===== src/rtl/scan_pkg.sv =====
// Shared types and default widths for the affine address checker.
package scan_pkg;

  localparam int ADDR_W_DEF = 16;
  localparam int CFG_W_DEF  = 32;

  typedef enum logic [1:0] {
    ST_IDLE,
    ST_RUN,
    ST_DRAIN
  } state_e;

  // One frame's configuration, captured on start. Field widths follow the
  // package defaults, so the top-level width parameters must match them.
  typedef struct packed {
    logic [CFG_W_DEF-1:0]  x_max;
    logic [CFG_W_DEF-1:0]  y_max;
    logic [ADDR_W_DEF-1:0] x_stride;
    logic [CFG_W_DEF-1:0]  y_stride;
    logic [CFG_W_DEF-1:0]  offset;
  } cfg_t;

endpackage


===== src/rtl/affine_seq_ctr.sv =====
// Expected-sequence generator: tracks (x, y) and the expected address for
// the next beat, and flags the row-last / frame-last positions.
module affine_seq_ctr
  import scan_pkg::*;
#(
  parameter int ADDR_W = ADDR_W_DEF,
  parameter int CFG_W  = CFG_W_DEF
) (
  input  logic              clk,
  input  logic              rst_n,
  input  logic              load_i,
  input  logic [ADDR_W-1:0] base_i,
  input  logic              advance_i,
  input  cfg_t              cfg_i,
  output logic [CFG_W-1:0]  x_o,
  output logic [CFG_W-1:0]  y_o,
  output logic [ADDR_W-1:0] exp_o,
  output logic              row_last_o,
  output logic              frame_last_o
);

  logic [CFG_W-1:0]  x_q, x_d;
  logic [CFG_W-1:0]  y_q, y_d;
  logic [ADDR_W-1:0] exp_q, exp_d;

  assign row_last_o   = (x_q == cfg_i.x_max - CFG_W'(1));
  assign frame_last_o = row_last_o && (y_q == cfg_i.y_max - CFG_W'(1));

  // Next position: restart at (0,0) on load, otherwise step along the raster.
  always_comb begin
    // NOTE: every combinationally assigned variable gets a default first so
    // no path leaves it unassigned, which would otherwise infer a latch.
    x_d   = x_q;
    y_d   = y_q;
    exp_d = exp_q;
    if (load_i) begin
      x_d   = '0;
      y_d   = '0;
      exp_d = base_i;
    end else if (advance_i) begin
      if (row_last_o) begin
        x_d   = '0;
        y_d   = y_q + CFG_W'(1);
        exp_d = exp_q + cfg_i.y_stride[ADDR_W-1:0];
      end else begin
        x_d   = x_q + CFG_W'(1);
        exp_d = exp_q + cfg_i.x_stride;
      end
    end
  end

  // Position and expected-address registers.
  always_ff @(posedge clk) begin
    // NOTE: sequential state uses non-blocking assignments so every register
    // samples the pre-edge values regardless of statement order.
    if (!rst_n) begin
      x_q   <= '0;
      y_q   <= '0;
      exp_q <= '0;
    end else begin
      x_q   <= x_d;
      y_q   <= y_d;
      exp_q <= exp_d;
    end
  end

  assign x_o   = x_q;
  assign y_o   = y_q;
  assign exp_o = exp_q;

endmodule


===== config.mk =====
export PLATFORM = sky130hd
export DESIGN_NAME = affine_seq_ctr
export DESIGN_NICKNAME = d
export VERILOG_FILES = /design/src/rtl/scan_pkg.sv /design/src/rtl/affine_seq_ctr.sv
export SDC_FILE = /design/constraint.sdc
export NUM_CORES = 1
export LEC_CHECK = 0
export BUFFER_PORTS_ARGS = -buffer_cell sky130_fd_sc_hd__buf_2
export CAP_MARGIN = 20
export CORE_MARGIN = 2
export CORE_UTILIZATION = 46
export DETAILED_ROUTE_END_ITERATION = 10
export PLACE_DENSITY = 0.75
export SETUP_SLACK_MARGIN = 0.05
export SYNTH_ARGS = -nofsm -noshare
export SYNTH_HDL_FRONTEND = slang
export SYNTH_SLANG_ARGS = --single-unit

===== constraint.sdc =====
create_clock -name clk -period 5.7 [get_ports clk]
set_input_delay 0.57 -clock clk [delete_from_list [all_inputs] [get_ports clk]]
set_output_delay 0.57 -clock clk [all_outputs]
set_load 0.01 [all_outputs]

==> qor.txt <==
Place WS = -0.114 ns
total power = 1.46 mW
Synth Net Count = 1079
chip width = 124 um
Non-Filler Instances = 1299
CTS tree = built
fin. max-slew vios = 0
Worst setup SP type = primary input
Core Rows = 43
Crit-path slowest cell = or4b_1
Area growth, synth to finish = 26.8%
max_cap viols = 0
Core Util, Final = 60.2%
R2R cell count = 21
Synth Register Bits = 80
unrepaired setup endpoints after global routing = yes
Critical Path Start = cfg_i[112]
Rel. slew slack = 54.8%
Post-Synthesis Cells = 894
clock latency on the worst-skew pair = 0.35 ns
Design Area, Final = 8410 um2
port bufs = 197
outcome = complete, no violations
Setup TNS = 0 ns
largest net degree at the start of global routing = 34
Pleak = 3.53 nW
CP Class = primary input to flop
final setup margin = 0.330 ns
async set or reset register ratio after synthesis = 0%
pwr dens = 174 nW/um2
CTS buffer count = 9
Worst R2R Setup Slack = 0.78 ns
part of the cycle the worst path needs = 94.2%
RD Place Congestion = 0.924
CTS max path bufs = 2
Placed Area = 8090 um2
H-tree levels = 3
Std-Cell Core Area = 14000 um2
Filler cells = 1327
DR WL/cell = 14.8 um
worst vdd ir = 0.000174 V
fin crit period = 5.37 ns
final hold violation count = 0
Placed Instances = 1284
final setup fails = 0
First-pass DRT Iterations = 5
slew at the pin closest to its max-slew limit = 0.672 ns
DP HPWL = 14900 um
final wirelength = 19200 um
top achievable clock speed = 186 MHz
critical path's largest stage delay = 0.47 ns
Inserted Diodes = 0
TritonCTS Sinks = 80
CP Capture Type = flop
drt first-iter violations = 436
hold slack = 0.444 ns
ys flop type = dfxtp_1
number of enable flip-flop cells after synthesis = 0
Global Route Usage Sum = 24.7%
share of layout cells above drive strength 1 = 25.5%
syn avg cell area = 7.42 um2
reg2reg end = exp_o[15]
clock root buffer = clkbuf_16
Die Area = 15400 um2
vias = 7290
YS warnings = 0
Antenna Violating Nets Remaining = 0
Initial Utilization = 47.4%
DRC Markers = 0
WP data required = 5.94 ns
CP arrival = 5.61 ns
Worst-path clk slew = 0.06 ns
crit path capture = exp_o[15]
GRT overflow = 0
Worst Skew = 0.00849 ns
number of global-route vias before repair = 6549
worst-path cell chain = buf_2 > inv_1 > ha_1 > or4b_1 > or3_1 > a211o_1 > a211o_1 > nand4bb_1 > nor4_1 > and4_1 > buf_4 > nand2_1 > nand2_1 > ha_1 > a211oi_2 > o21bai_1 > a31oi_1 > o31ai_2 > o21ba_2 > o22ai_2 > nand3_1 > mux2_2 > and3_1 > o311a_1
Netlist cell types = 68
Top Ports = 246
Vias/cell = 5.61
Chip Height = 124 um
CP Max Fanout = 4
first-pass GRT wire length = 30500 um
nets = 1300
mapped cell area = 6630 um2
# Post-CTS Setup Buffers = 0
Min-Delay Path Class = primary input to flop
Reg2Reg Launch Point = x_o[6]
initial antenna violation count = 0
Seq/Total Area, Yosys = 24.1%
[how the worst min path moves through the flow]
stage               startpoint       end  slack [ns]  cells after the start
finish               base_i[4]  exp_o[4]        0.44                      2
global route         base_i[4]  exp_o[4]        0.44                      2
CTS                  base_i[4]  exp_o[4]        0.43                      2
detailed placement     y_o[31]   y_o[31]        0.51                      2
global placement       y_o[31]   y_o[31]        0.50                      2
floorplan              y_o[31]   y_o[31]        0.53                      2
[cell usage after synthesis (5+ instances only)]
cell | count | area (um2)
nor3_1 | 28 | 140
nand4_1 | 23 | 144
or2_2 | 5 | 31.3
nand3b_1 | 5 | 37.5
and4_1 | 6 | 52.6
dfxtp_1 | 80 | 1600
buf_2 | 7 | 35.0
o21ai_1 | 7 | 35.0
o31ai_1 | 9 | 67.6
or4_1 | 15 | 113
nor2b_1 | 7 | 43.8
nand2b_1 | 7 | 43.8
ha_1 | 20 | 250
nor4_1 | 11 | 68.8
o21bai_1 | 6 | 45.0
nand3_1 | 38 | 190
nor4b_1 | 6 | 52.6
mux2i_1 | 11 | 110
a211o_1 | 5 | 43.8
o211a_1 | 5 | 50.1
xnor2_1 | 71 | 622
a21o_1 | 8 | 60.1
a211oi_1 | 6 | 45.0
or3_1 | 34 | 213
a31oi_1 | 5 | 31.3
nor2_1 | 82 | 308
a21oi_1 | 63 | 315
and2_1 | 8 | 50.1
and3_1 | 11 | 68.8
inv_1 | 14 | 52.6
o211ai_1 | 6 | 45.0
nand2_1 | 110 | 413
xor2_1 | 55 | 482
clkbuf_1 | 27 | 101
o21ai_0 | 41 | 205
[power breakdown]
group          switching [mW]  leakage (nW)  internal [mW]
Combinational           0.168          2.74          0.154
Clock                   0.242         0.134          0.315
Sequential             0.0103         0.649          0.570
Total                   0.421          3.53           1.04
[cell families (layout without fill, tap and decap cells)]
logic type / Yosys count / after routing / share of synthesized area (%)
flip-flops: 80 / 80 / 24.1
buffers and inverters: 52 / 277 / 3.07
adder cells (fa/ha/maj): 21 / 21 / 4.07
AND/OR/NAND/NOR: 412 / 412 / 32.1
multiplexers: 14 / 14 / 2.17
AO/OA/AOI/OAI: 189 / 189 / 17.8
XOR/XNOR: 126 / 126 / 16.6
[state kept, by name, summed over array words and instances, names as in the netlist]
name and count:
y_o 32, exp_o 16, x_o 32
[layout make-up]
type	instances	area, um2	share of cell area (%)
clock buffers	12	256	3.05
clock inverters	3	17.5	0.208
inverters	16	60.1	0.714
multi-input cells	762	4870	57.9
flip-flops and latches	80	1600	19.0
well taps	180	225	2.68
repair buffers	246	1380	16.4
[worst max-delay path: cells and delay by family]
family                   cells  cell delay, ns
AO/OA/AOI/OAI                9            2.02
AND/OR/NAND/NOR              9            1.95
adder cells (fa/ha/maj)      2            0.45
buffers and inverters        3            0.33
multiplexers                 1            0.29
[layout by cell type, fill, tap and decap left out, drive strengths merged, types with 4 or more instances in the layout]
| master | synthesis | layout |
|---|---|---|
| nand3b | 5 | 5 |
| or4 | 15 | 15 |
| a21o | 8 | 8 |
| or3 | 34 | 34 |
| inv | 14 | 14 |
| nand3 | 39 | 39 |
| mux2i | 11 | 11 |
| nand2b | 7 | 7 |
| xor2 | 55 | 55 |
| a21oi | 63 | 63 |
| o21ai | 48 | 48 |
| a31oi | 5 | 5 |
| and3 | 11 | 11 |
| o211ai | 6 | 6 |
| nand4 | 23 | 23 |
| nor4 | 13 | 13 |
| nand2 | 110 | 110 |
| clkinv | 2 | 4 |
| nor4b | 7 | 7 |
| xnor2 | 71 | 71 |
| a211o | 5 | 5 |
| or2 | 5 | 5 |
| a211oi | 6 | 6 |
| nor2 | 82 | 82 |
| ha | 20 | 20 |
| o31ai | 9 | 9 |
| o211a | 5 | 5 |
| nor2b | 7 | 7 |
| nor3 | 29 | 29 |
| and2 | 8 | 8 |
| and4 | 6 | 6 |
| dfxtp | 80 | 80 |
| o21bai | 6 | 6 |
| buf | 9 | 246 |
| clkbuf | 27 | 12 |
[layer usage]
| metal | track usage (%) | vias up | wire length [um] |
|---|---|---|---|
| li1 | - | 3679 | - |
| met1 | 32.5 | 3351 | 8710 |
| met2 | 39.9 | 224 | 8880 |
| met3 | 3.98 | 36 | 1160 |
| met4 | 10.1 | 0 | 469 |
| met5 | 0 | - | 0 |
[what timing repair did]
action,in CTS,in global routing
setup endpoints to repair,0,3
resized for setup,0,10
hold buffers,0,0
Power figures use the tool's default switching activity.
